## config.mk

```make
export PLATFORM = sky130hd
export DESIGN_NAME = add7_feeder
export DESIGN_NICKNAME = d
export VERILOG_FILES = /design/src/rtl/add7_pkg.sv /design/src/rtl/add7_operand_buf.sv /design/src/rtl/add7_feeder.sv
export SDC_FILE = /design/constraint.sdc
export NUM_CORES = 1
export LEC_CHECK = 0
export ABC_AREA = 1
export BUFFER_PORTS_ARGS = -buffer_cell sky130_fd_sc_hd__buf_2
export CORE_UTILIZATION = 45
export DETAILED_ROUTE_END_ITERATION = 6
export PLACE_DENSITY = 0.76
export SLEW_MARGIN = 5
export SYNTH_ARGS = -nofsm -noshare
export SYNTH_HDL_FRONTEND = slang
export SYNTH_SLANG_ARGS = --single-unit
```

## constraint.sdc

```tcl
create_clock -name clk -period 1.5 [get_ports clk]
set_input_delay 0.225 -clock clk [delete_from_list [all_inputs] [get_ports clk]]
set_output_delay 0.225 -clock clk [all_outputs]
set_load 0.01 [all_outputs]
```

## src/rtl/add7_pkg.sv

```systemverilog
// Shared types and sizes for the 7-operand add feeder.
package add7_pkg;

  localparam int WIDTH = 32;
  localparam int N_OPS = 7;
  localparam int IDX_W = $clog2(N_OPS);

  typedef enum logic [1:0] {
    COLLECT,
    START,
    WAIT,
    OUTPUT
  } feeder_state_t;

  typedef logic [WIDTH-1:0] word_t;

endpackage

```

## src/rtl/add7_operand_buf.sv

```systemverilog
// Operand bank: N_OPS words written one at a time by index, read out as one flat vector.
module add7_operand_buf #(
  parameter int WIDTH = add7_pkg::WIDTH,
  parameter int N_OPS = add7_pkg::N_OPS,
  parameter int IDX_W = add7_pkg::IDX_W
) (
  input  logic                   clk,
  input  logic                   rst,
  input  logic                   wr_en,
  input  logic [IDX_W-1:0]       wr_idx,
  input  logic [WIDTH-1:0]       wr_data,
  output logic [N_OPS*WIDTH-1:0] ops
);

  logic [N_OPS-1:0][WIDTH-1:0] bank;

  // Compare against each slot so an out-of-range index can never write.
  always_ff @(posedge clk) begin
    if (rst) begin
      bank <= '0;
    end else begin
      for (int i = 0; i < N_OPS; i++) begin
        if (wr_en && (wr_idx == IDX_W'(i))) begin
          bank[i] <= wr_data;
        end
      end
    end
  end

  assign ops = bank;

endmodule

```

## src/rtl/add7_feeder.sv

```systemverilog
// Streams N_OPS operands into the add kernel, pulses start, waits for done, streams the result.
// Optional done-wait watchdog enabled with `define ADD7_FEEDER_TIMEOUT_EN.
module add7_feeder #(
  parameter int WIDTH          = add7_pkg::WIDTH,
  parameter int N_OPS          = add7_pkg::N_OPS,
  parameter int TIMEOUT_CYCLES = 64
) (
  input  logic                   clk,
  input  logic                   rst,
  input  logic                   in_valid,
  output logic                   in_ready,
  input  logic [WIDTH-1:0]       in_data,
  output logic                   k_start,
  output logic [N_OPS*WIDTH-1:0] k_ops,
  input  logic                   k_done,
  input  logic [WIDTH-1:0]       k_result,
  output logic                   out_valid,
  input  logic                   out_ready,
  output logic [WIDTH-1:0]       out_data,
  output logic                   busy,
  output logic                   k_timeout
);

  import add7_pkg::*;

  localparam int IDX_BITS = (N_OPS > 1) ? $clog2(N_OPS) : 1;

  // Both streams are valid/ready: a beat transfers on a clock edge where valid and ready
  // are both high; valid is held with stable data until that edge.

  if (TIMEOUT_CYCLES < 1) begin : g_bad_timeout
    $error("add7_feeder: TIMEOUT_CYCLES must be at least 1");
  end

  feeder_state_t       state;
  logic [IDX_BITS-1:0] idx;
  logic                wr_en;

  assign in_ready = (state == COLLECT);
  assign busy     = (state != COLLECT);
  assign wr_en    = in_valid && in_ready;

  add7_operand_buf #(
    .WIDTH (WIDTH),
    .N_OPS (N_OPS),
    .IDX_W (IDX_BITS)
  ) u_operand_buf (
    .clk     (clk),
    .rst     (rst),
    .wr_en   (wr_en),
    .wr_idx  (idx),
    .wr_data (in_data),
    .ops     (k_ops)
  );

`ifdef ADD7_FEEDER_TIMEOUT_EN
  localparam int CNT_W = $clog2(TIMEOUT_CYCLES + 1);
  logic [CNT_W-1:0] wait_cnt;
  logic             timeout_q;
  assign k_timeout = timeout_q;
`else
  assign k_timeout = 1'b0;
`endif

  always_ff @(posedge clk) begin
    if (rst) begin
      state     <= COLLECT;
      idx       <= '0;
      k_start   <= 1'b0;
      out_valid <= 1'b0;
      out_data  <= '0;
`ifdef ADD7_FEEDER_TIMEOUT_EN
      wait_cnt  <= '0;
      timeout_q <= 1'b0;
`endif
    end else begin
      k_start <= 1'b0;
      case (state)
        COLLECT: begin
          if (wr_en) begin
            if (idx == IDX_BITS'(N_OPS - 1)) begin
              idx     <= '0;
              state   <= START;
              k_start <= 1'b1;
            end else begin
              idx <= idx + IDX_BITS'(1);
            end
          end
        end
        START: begin
          state <= WAIT;
`ifdef ADD7_FEEDER_TIMEOUT_EN
          wait_cnt <= '0;
`endif
        end
        // The kernel clears done on the start edge, so any done seen here is for this call.
        WAIT: begin
          if (k_done) begin
            out_data  <= k_result;
            out_valid <= 1'b1;
            state     <= OUTPUT;
          end
`ifdef ADD7_FEEDER_TIMEOUT_EN
          else if (wait_cnt == CNT_W'(TIMEOUT_CYCLES - 1)) begin
            timeout_q <= 1'b1;
            out_data  <= '0;
            out_valid <= 1'b1;
            state     <= OUTPUT;
          end else begin
            wait_cnt <= wait_cnt + CNT_W'(1);
          end
`endif
        end
        OUTPUT: begin
          if (out_ready) begin
            out_valid <= 1'b0;
            state     <= COLLECT;
          end
        end
        default: state <= COLLECT;
      endcase
    end
  end

endmodule

```

### After elaboration in Yosys (flattened, before gate mapping)

Index checks and enable logic that the tools add are counted.

| word-level totals | value |
|---|---|
| register bits | 263 |
| latch bits | 0 |
| bits in writable memories | 0 |
| ROM bits | 0 |
| bits of input ports | 69 |
| output and inout bits | 261 |
| logic and storage cells | 55 |
| memories kept | 0 |

| cells by class | value |
|---|---|
| add/sub/neg operators | 1 |
| multiply operators | 0 |
| div/mod/pow operators | 0 |
| order comparisons | 0 |
| eq/ne operators | 13 |
| shift operators | 0 |
| multiplexer cells | 10 |
| bitwise operators | 2 |
| reductions and logical operators | 17 |

Operator list:

| cell | count |
|---|---|
| $eq A3 B3 Y1 const B | 3 |
| $logic_and A1 B1 Y1 | 8 |
| $mux W2 | 4 |
| $pmux W2 S4 | 1 |
| $eq A3 B2 Y1 const B | 2 |
| $eq A2 B2 Y1 const B | 2 |
| $ne A2 B1 Y1 const B | 2 |
| $ne A2 B2 Y1 const B | 2 |
| $reduce_and A2 Y1 | 2 |
| $reduce_and A4 Y1 | 1 |
| $reduce_bool A2 Y1 | 2 |
| $add A3 B1 Y3 const B | 1 |
| $eq A3 B1 Y1 const B | 1 |
| $logic_not A3 Y1 | 1 |
| $mux W1 | 3 |
| $mux W3 | 1 |
| $reduce_and A3 Y1 | 1 |
| $reduce_or A3 Y1 | 1 |
| $eq A2 B1 Y1 const B | 1 |
| $logic_not A2 Y1 | 1 |
| $not A1 Y1 | 2 |
| $pmux W1 S2 | 1 |

### Longest topological paths before layout

Gate-level depths: netlist of the first run.

| depth | value |
|---|---|
| word-level depth | 4 |
| depth in mapped cells | 9 |
| depth with buffers taken out | 8 |

### Hierarchy

Synthesis of the first run repeated with hierarchy kept, for this count alone.

| second synthesis, totals | value |
|---|---|
| cells, all modules | 1460 |
| area total of the unflattened synthesis | 10274.9 sq um |

Modules (own cells, without submodules):

| module | times used | cells an instance | area an instance (sq um) | sequential area each (sq um) |
|---|---|---|---|---|
| add7_operand_buf | 1 | 1266 | 8757.1 | 4484.3 |
| add7_feeder | 1 | 194 | 1517.7 | 780.7 |

### Worst setup path after synthesis of the first run

OpenSTA, ideal clock, no wires.

| timing | value |
|---|---|
| path kind | reg-to-reg |
| from | register state[0] |
| to | register u_operand_buf.bank (netlist bit u_operand_buf.ops[161]) |
| setup time | 0.116 ns |
| data arrival time | 1.423 ns |
| data required time | 1.384 ns |
| path slack | -0.039 ns |
| stages on the path, launching flop included | 9 |
| path buffers | 1 |
| period minus slack after synthesis | 1.539 ns |
| cell sequence | dfxtp_1 -> inv_1 -> ha_1 -> nand2_2 -> nor2_1 -> nand2_1 -> clkbuf_1 -> o21ai_0 -> nor2_1 |

| on the way | value |
|---|---|
| longest elaborated chain between the ends | 3 |

RTL lines:

| element | line | source |
|---|---|---|
| start: declaration | add7_feeder.sv:35 | `feeder_state_t state;` |
| start signal: assignment | add7_feeder.sv:67 | `state <= COLLECT;` |
| start signal: assignment | add7_feeder.sv:83 | `state <= START;` |
| start signal: assignment | add7_feeder.sv:91 | `state <= WAIT;` |
| $logic_not A2 Y1 | add7_feeder.sv:39 | `assign in_ready = (state == COLLECT);` |
| net in_ready | add7_feeder.sv:11 | `output logic in_ready,` |
| $logic_and A1 B1 Y1 | add7_feeder.sv:41 | `assign wr_en = in_valid && in_ready;` |
| $logic_and A1 B1 Y1 | add7_operand_buf.sv:23 | `if (wr_en && (wr_idx == IDX_W'(i))) begin` |
| end signal: indexed assignment | add7_operand_buf.sv:24 | `bank[i] <= wr_data;` |
| end: declaration | add7_operand_buf.sv:15 | `logic [N_OPS-1:0][WIDTH-1:0] bank;` |

The timed path passes the listed nets, and every way through them passes these cells.
A chain may end at the register's enable or synchronous reset.

### Final worst setup path of the first run

| timing | value |
|---|---|
| from | register state[0] |
| to | output in_ready |

| on the way | value |
|---|---|
| longest elaborated chain between the ends | 1 |

RTL lines:

| element | line |
|---|---|
| $logic_not A2 Y1 | add7_feeder.sv:39 |
| end: declaration | add7_feeder.sv:11 |

No other way between the ends.

==> flow_summary.json, run 1 <==
{
  "syn_area_mm2": 0.00926,
  "rsz0062_at_grt": "yes",
  "regArea_mm2": 0.00527,
  "slew_violations": 0,
  "drt-initial-drc-count": 485,
  "syn-num-nets": 1257,
  "post-route-min-period_ns": 1.56,
  "crit_arrival_ns": 1.33,
  "ant_nets": 0,
  "grt_pass1_vias": 8560,
  "cts_tree": "done",
  "place_hpwl_um": 19600,
  "fmax_mhz": 642,
  "gr-usage-all-layers": 0.269,
  "cp.required_ns": 1.27,
  "hold_path.class": "primary input to flop",
  "dr.pass1.iters": 7,
  "synthAdderAreaFrac": 0.00676,
  "multi_input_area_mm2": 0.00359,
  "area_growth_pct": 39.6,
  "fin_area_mm2": 0.0129,
  "drc": 0,
  "die_area_mm2": 0.0211,
  "synth_top_family_by_area": "simple AND/OR/NAND/NOR gates",
  "layout.nets": 1620,
  "vias": 9192,
  "crit_type": "flop to primary output",
  "grt_pass1_wl_um": 45800,
  "n_fill_cell": 1737,
  "htreeDepth": 1,
  "seq_area_frac_synth": 0.569,
  "synth.area.top_cells": "dfxtp_1 57%, nor2_1 16%, o21ai_0 11%",
  "skew_ns": 0.0240,
  "muxShareOfSynthArea": 0,
  "p_per_area_mw_per_mm2": 1580,
  "vdd.ir_drop.worst_mv": 1.15,
  "synth.distinct_cells": 20,
  "ys_seq_elements": 263,
  "clkSinkCount": 263,
  "synth_xor_area_frac": 0,
  "leakage_uw": 0.00608,
  "postPlaceCellArea_mm2": 0.0114,
  "crit_fanout": 3,
  "clockBufferDepth": 3,
  "tns_ns": -0.113,
  "netlist_instances": 1183,
  "dp_slack_ns": -0.0710,
  "wl_per_cell_um": 16.5,
  "synth_top_area_share": 0.569,
  "row_count": 52,
  "die_width_um": 145,
  "fin_ws_ns": -0.0578,
  "power.total_uw": 20500,
  "numPortBuffers": 328,
  "fp.dieH_um": 145,
  "avgSynthCellArea_um2": 7.82,
  "insertion_delay_ns": 0.54,
  "drive_above_1_share": 0.293,
  "coreArea_mm2": 0.0202,
  "finalHoldViolations": 0,
  "antenna_found_initial": 1,
  "outcome": "complete, but fails checks",
  "cts_root_buf": "clkbuf_16",
  "drv_cap": 0,
  "setup_viol": 2,
  "finalWirelength_um": 30300,
  "grt_max_degree": 102,
  "hold_ws_ns": 0.00181,
  "yosys.area_share.simple": 0.246,
  "yosys.area.top_type": "dfxtp_1",
  "viasPerCell": 5.01,
  "cts_made_buffers": 27,
  "crit_path_end_kind": "primary output",
  "violations": "setup timing",
  "io-pin-count": 330,
  "grt_overflow": 0,
  "start_util": 0.459,
  "yosysWarnings": 0,
  "synth_compound_area_frac": 0.126,
  "clk_pin_slew_ns": 0.06,
  "fin_crit_sh": 1.04,
  "place.gp.congestion": 0.799,
  "critPathLaunchType": "flop"
}
## synth_stat cells
library cell / instances
conb_1: 1
inv_2: 6
buf_4: 19
nor2_2: 2
nor2_1: 391
buf_2: 9
nand3_1: 66
nand4_1: 1
buf_6: 2
a21o_1: 1
inv_1: 14
clkbuf_1: 51
nand2_1: 116
ha_1: 5
buf_1: 1
a21oi_1: 37
o21ai_0: 195
nand2_2: 2
nor2_4: 1
dfxtp_1: 263
## metrics by stage
stage,std cells,utilization
2_1_floorplan,1183,-
3_3_place_gp,1747,0.565
3_5_place_dp,1747,0.565
4_1_cts,1826,0.628
5_1_grt,1836,0.641
6_report,1836,0.641
## cell usage in the layout (no fill, tap or decap), types with 5 or more instances in the layout
master / count
nor2_1: 388
buf_2: 327
dfxtp_1: 260
o21ai_0: 158
nand2_1: 110
nand3_1: 66
o21ai_1: 37
a21oi_1: 37
clkbuf_16: 32
dlygate4sd3_1: 31
buf_4: 27
buf_12: 15
inv_2: 8
inv_1: 8
buf_6: 8
nand2_4: 6
clkbuf_1: 6
clkbuf_8: 5
## report_power, final
part	total, uW	internal, uW	switching [uW]	leakage, uW
Sequential	8320	7870	449	0.00213
Clock	6950	4230	2710	0.000453
Combinational	5210	2130	3080	0.00350
## critical path, cell delays in order, from the launching register on
cell	delay (ns)
dfxtp_2	0.34
inv_2	0.05
ha_4	0.17
buf_6	0.12
buf_2	0.13
## layout make-up
class / instances / share of cell area
sequential: 263 / 0.408
multi-input combinational: 818 / 0.278
clock inverter: 10 / 0.0121
antenna: 1 / 0.000194
timing repair buffer: 416 / 0.210
inverter: 20 / 0.00678
tap: 270 / 0.0261
clock buffer: 38 / 0.0593
## worst paths after layout
| check | slack, ns | start | cells after the start | endpoint |
|---|---|---|---|---|
| hold / removal | 0.002 | k_result[3] | 3 | out_data[3] |
| setup / recovery | -0.06 | state[0] | 4 | in_ready |
| setup reg to reg | 0.03 | state[1] | 10 | u_operand_buf.ops[195] |
| hold reg to reg | 0.46 | u_operand_buf.ops[116] | 2 | u_operand_buf.ops[116] |
## kinds of logic after synthesis
logic type / count (synthesis)
AO/OA/AOI/OAI: 233
adder cells (fa/ha/maj): 5
buffers and inverters: 102
flip-flops: 263
other: 1
AND/OR/NAND/NOR: 579
## registers in the layout, indices dropped and copies added, names as in the netlist
name / cells
u_operand_buf.ops: 224
idx: 3
k_start: 1
out_valid: 1
state: 2
out_data: 32
## metal layers
metal,wire length [um],GRT usage,share of wire,up-vias
met5,0,0,0,-
met4,1010,0.113,0.033,0
met3,2540,0.0699,0.084,67
met2,14300,0.450,0.47,385
met1,12500,0.330,0.41,4218
li1,-,-,-,4522
## timing repair
action / CTS / global route
gates cloned: 0 / 6
pin swaps: 1 / 1
buffers inserted: 0 / 4
hold buffers: 31 / 0
setup endpoints to repair: 148 / 226
gates resized for setup: 15 / 65
hold endpoints to repair: 31 / 0
Power figures use the tool's default switching activity.
==> run 2, diff against run 1 <==
--- a/config.mk
+++ b/config.mk
@@ -10,6 +10,7 @@
 export CORE_UTILIZATION = 45
 export DETAILED_ROUTE_END_ITERATION = 6
 export PLACE_DENSITY = 0.76
+export SETUP_SLACK_MARGIN = 0.3
 export SLEW_MARGIN = 5
 export SYNTH_ARGS = -nofsm -noshare
 export SYNTH_HDL_FRONTEND = slang
==> flow_summary.json, run 2 (same netlist as run 1, synthesis figures left out) <==
{
  "outcome": "complete, but fails checks",
  "violations": "setup timing",
  "drc": 0,
  "finalHoldViolations": 0,
  "die_area_mm2": 0.0211,
  "die_width_um": 145,
  "grt_pass1_vias": 8725,
  "critPathLaunchType": "flop",
  "place_hpwl_um": 20000,
  "start_util": 0.459,
  "fin_area_mm2": 0.0141,
  "vias": 9556,
  "dr.pass1.iters": 5,
  "dp_slack_ns": 0.00522,
  "antenna_found_initial": 2,
  "largest_reg_flops": 224,
  "fmax_mhz": 642,
  "crit_arrival_ns": 1.97,
  "crit_path_end_kind": "flop",
  "setup_viol": 72,
  "clockBufferDepth": 3,
  "grt_max_degree": 90,
  "area_growth_pct": 52.7,
  "clk_pin_slew_ns": 0.06,
  "drive_above_1_share": 0.373,
  "tns_ns": -0.931,
  "gr-usage-all-layers": 0.288,
  "grt_overflow": 0,
  "ant_nets": 0,
  "final_common_cell": "nor2_1",
  "fin_ws_ns": -0.0583,
  "clkSinkCount": 263,
  "grt_pass1_wl_um": 48300,
  "coreArea_mm2": 0.0202,
  "power.total_uw": 21100,
  "hold_ws_ns": 0.0127,
  "crit_type": "flop to flop",
  "slew_violations": 0,
  "finalWirelength_um": 33800,
  "p_per_area_mw_per_mm2": 1490,
  "fp.dieH_um": 145,
  "cp.required_ns": 1.91,
  "row_count": 52,
  "n_fill_cell": 1583,
  "viasPerCell": 5.12,
  "io-pin-count": 330,
  "multi_input_area_mm2": 0.00412,
  "final_cell_mix": "340 x nor2_1, 326 x buf_2, 259 x dfxtp_1",
  "fin_crit_sh": 1.04,
  "postPlaceCellArea_mm2": 0.0115,
  "post-route-min-period_ns": 1.56,
  "regArea_mm2": 0.00527,
  "wl_per_cell_um": 18.1,
  "skew_ns": 0.0196,
  "numPortBuffers": 328,
  "crit_fanout": 22,
  "rsz0062_at_grt": "yes",
  "cts_tree": "done",
  "drv_cap": 0,
  "cts_made_buffers": 27,
  "hold_path.class": "primary input to flop",
  "vdd.ir_drop.worst_mv": 0.956,
  "drt-initial-drc-count": 616,
  "leakage_uw": 0.00652,
  "place.gp.congestion": 0.840,
  "insertion_delay_ns": 0.54,
  "cts_root_buf": "clkbuf_16",
  "htreeDepth": 1,
  "layout.nets": 1654
}
-- run 2: cell count changes in the layout (fill, tap and decap cells not counted), sizes merged --
| cell | previous run | this run |
|---|---|---|
| inv | 21 | 18 |
| clkinv | 4 | 8 |
| buf | 380 | 401 |
| clkbuf | 43 | 50 |
| dlygate4sd3 | 31 | 37 |
| bufinv | 4 | 0 |
-- run 2: area by class of cell --
cell class / count / area share
Sequential cell: 263 / 0.373
Multi-Input combinational cell: 818 / 0.292
Timing Repair Buffer: 450 / 0.244
Clock buffer: 38 / 0.0536
Tap cell: 270 / 0.0239
Inverter: 20 / 0.0108
Clock inverter: 7 / 0.00319
Antenna cell: 1 / 0.000177
-- run 2: layer usage --
layer  up-vias  share of wire  routed length, um  GRT usage
met5         -        0.00038                 13          0
met4         2          0.033               1110      0.115
met3        76          0.077               2610     0.0680
met2       396           0.48              16200      0.490
met1      4465           0.41              13800      0.352
li1       4617              -                  -          -
-- run 2: path summary, 6_finish.rpt --
| check | from | endpoint | slack (ns) | depth (start not counted) |
|---|---|---|---|---|
| hold / removal | k_result[11] | out_data[11] | 0.01 | 3 |
| setup / recovery | state[1] | u_operand_buf.ops[3] | -0.06 | 8 |
| hold reg to reg | u_operand_buf.ops[124] | u_operand_buf.ops[124] | 0.45 | 2 |
| setup reg to reg | state[1] | u_operand_buf.ops[3] | -0.06 | 8 |
-- run 2: report_power, final --
part / leakage [uW] / switching [uW] / internal [uW]
clock: 0.000394 / 2740 / 3490
combinational: 0.00400 / 3640 / 2810
sequential: 0.00213 / 506 / 7870
-- run 2: worst max-delay path, cell delays in order (launching register included) --
cell and delay [ns]:
dfxtp_2 0.32, inv_2 0.07, ha_4 0.20, nand2_8 0.08, nor2_4 0.19, nand2_4 0.11
buf_12 0.19, o21ai_0 0.17, nor2_1 0.08
-- run 2: metrics by stage --
stage	util	std cells
5_1_grt	0.701	1867
2_1_floorplan	-	1183
3_3_place_gp	0.571	1747
6_report	0.701	1867
4_1_cts	0.664	1849
3_5_place_dp	0.571	1747
-- run 2: repair_timing --
item                                   CTS  global route
setup endpoints to repair              522           523
endpoints found under the hold margin   37             0
gates resized for setup                189           135
gates cloned                             9            14
hold buffers                            37             0
pin swaps                               42            21
setup buffers                           11             3
==> run 3, diff against run 2 <==
--- a/config.mk
+++ b/config.mk
@@ -9,7 +9,7 @@
 export BUFFER_PORTS_ARGS = -buffer_cell sky130_fd_sc_hd__buf_2
 export CORE_UTILIZATION = 45
 export DETAILED_ROUTE_END_ITERATION = 6
-export PLACE_DENSITY = 0.76
+export PLACE_DENSITY = 0.84
 export SETUP_SLACK_MARGIN = 0.3
 export SLEW_MARGIN = 5
 export SYNTH_ARGS = -nofsm -noshare
==> flow_summary.json, run 3 (same netlist as run 1, synthesis figures left out) <==
{
  "crit_path_end_kind": "flop",
  "cts_tree": "done",
  "finalHoldViolations": 0,
  "die_area_mm2": 0.0211,
  "place_hpwl_um": 19700,
  "place.gp.congestion": 0.992,
  "drc": 0,
  "postPlaceCellArea_mm2": 0.0114,
  "drive_above_1_share": 0.422,
  "outcome": "complete, but fails checks",
  "row_count": 52,
  "critPathLaunchType": "flop",
  "largest_reg_flops": 224,
  "die_width_um": 145,
  "start_util": 0.459,
  "numPortBuffers": 328,
  "antenna_cells": 0,
  "utilization": 0.721,
  "post-route-min-period_ns": 1.65,
  "coreArea_mm2": 0.0202,
  "setup_viol": 162,
  "drt-initial-drc-count": 688,
  "skew_ns": 0.0134,
  "clockBufferDepth": 3,
  "path_delay_family": "buffers and inverters",
  "cp.required_ns": 1.94,
  "area_growth_pct": 57.0,
  "p_per_area_mw_per_mm2": 1520,
  "io-pin-count": 330,
  "grt_max_degree": 52,
  "htreeDepth": 1,
  "worstPathCellList": "inv_2 > ha_4 > buf_12 > nand2_8 > nor2_4 > nand2_4 > inv_8 > buf_12 > clkbuf_16 > nor2_2 > nor2_1",
  "drv_cap": 0,
  "hold_path.class": "primary input to flop",
  "vdd.ir_drop.worst_mv": 0.874,
  "fin_crit_sh": 1.10,
  "crit_fanout": 5,
  "critPathBufInv": 5,
  "fp.dieH_um": 145,
  "slew_violations": 0,
  "crit_type": "flop to flop",
  "cts_root_buf": "clkbuf_16",
  "cpMostUsedCell": "buf_12",
  "grt_pass1_wl_um": 48500,
  "vias": 10006,
  "insertion_delay_ns": 0.53,
  "tns_ns": -6.37,
  "antenna_found_initial": 0,
  "finalWirelength_um": 37600,
  "wl_per_cell_um": 20.2,
  "grt_overflow": 0,
  "critPathSlowestCell": "dfxtp_2",
  "rsz0062_at_grt": "yes",
  "clkSinkCount": 263,
  "grt_pass1_vias": 8787,
  "gr-usage-all-layers": 0.290,
  "hold_ws_ns": 0.0298,
  "slowest_delay_ns": 0.32,
  "fmax_mhz": 608,
  "ant_nets": 0,
  "clk_pin_slew_ns": 0.06,
  "leakage_uw": 0.00675,
  "cts_made_buffers": 27,
  "crit_arrival_ns": 2.09,
  "violations": "setup timing",
  "dp_slack_ns": 0.00470,
  "final_common_cell": "buf_2",
  "fin_area_mm2": 0.0145,
  "final_cell_mix": "326 x buf_2, 314 x nor2_1, 259 x dfxtp_1",
  "dr.pass1.iters": 5,
  "layout.nets": 1650,
  "viasPerCell": 5.38,
  "rrSetupSlack_ns": -0.15,
  "fin_ws_ns": -0.146
}
==> run 3: cell types whose count changed in the layout (fill, tap and decap cells not counted), sizes merged <==
cell / before / now
clkinvlp: 1 / 0
inv: 18 / 20
dlygate4sd3: 37 / 27
diode: 1 / 0
clkinv: 8 / 7
buf: 401 / 396
bufinv: 0 / 1
clkbuf: 50 / 59
==> run 3: area by class of cell <==
| class | instances | area (um^2) |
|---|---|---|
| sequential | 263 | 5270 |
| timing repair buffer | 443 | 3510 |
| multi-input combinational | 818 | 4350 |
| tap | 270 | 338 |
| fill | 1472 | 5630 |
| clock buffer | 39 | 781 |
| timing repair inverter | 3 | 70.1 |
| clock inverter | 5 | 53.8 |
| inverter | 20 | 161 |
==> run 3: power breakdown <==
| group | switching (uW) | internal [uW] |
|---|---|---|
| sequential | 556 | 7880 |
| combinational | 4020 | 3150 |
| clock | 2700 | 3740 |
| total | 7280 | 14800 |
==> run 3: what timing repair did <==
action                                  4_1_cts  5_1_grt
pin swaps                                    18       58
endpoints found under the setup margin      521      522
endpoints found under the hold margin        25        2
resized for setup                           145      275
gates cloned                                  9       25
setup buffers                                12        4
hold buffers                                 25        2
==> run 3: stage by stage <==
step / power (uW) / instances
after floorplan: 11300 / 1183
after global placement: 13100 / 1740
after detailed placement: 13200 / 1740
after CTS: 20600 / 1830
after global routing: 22900 / 1861
final: 22000 / 1861
==> run 3: path summary, 6_finish.rpt <==
check	cells after the start	endpoint	start
max	11	u_operand_buf.ops[183]	state[1]
min	3	u_operand_buf.ops[206]	in_data[14]
max reg2reg	11	u_operand_buf.ops[183]	state[1]
min reg2reg	2	u_operand_buf.ops[98]	u_operand_buf.ops[98]
==> run 3: metal layers <==
metal,GRT usage,share of wire
met5,0,0
met4,0.113,0.042
met3,0.0558,0.088
met2,0.503,0.49
met1,0.354,0.38
==> run 3: worst register-to-register path: cells and delay by family, from the launching register on <==
family	cells	cell delay (ns)
flops	1	0.32
buf+inv	5	0.56
fa+ha+maj	1	0.16
simple gates	5	0.53
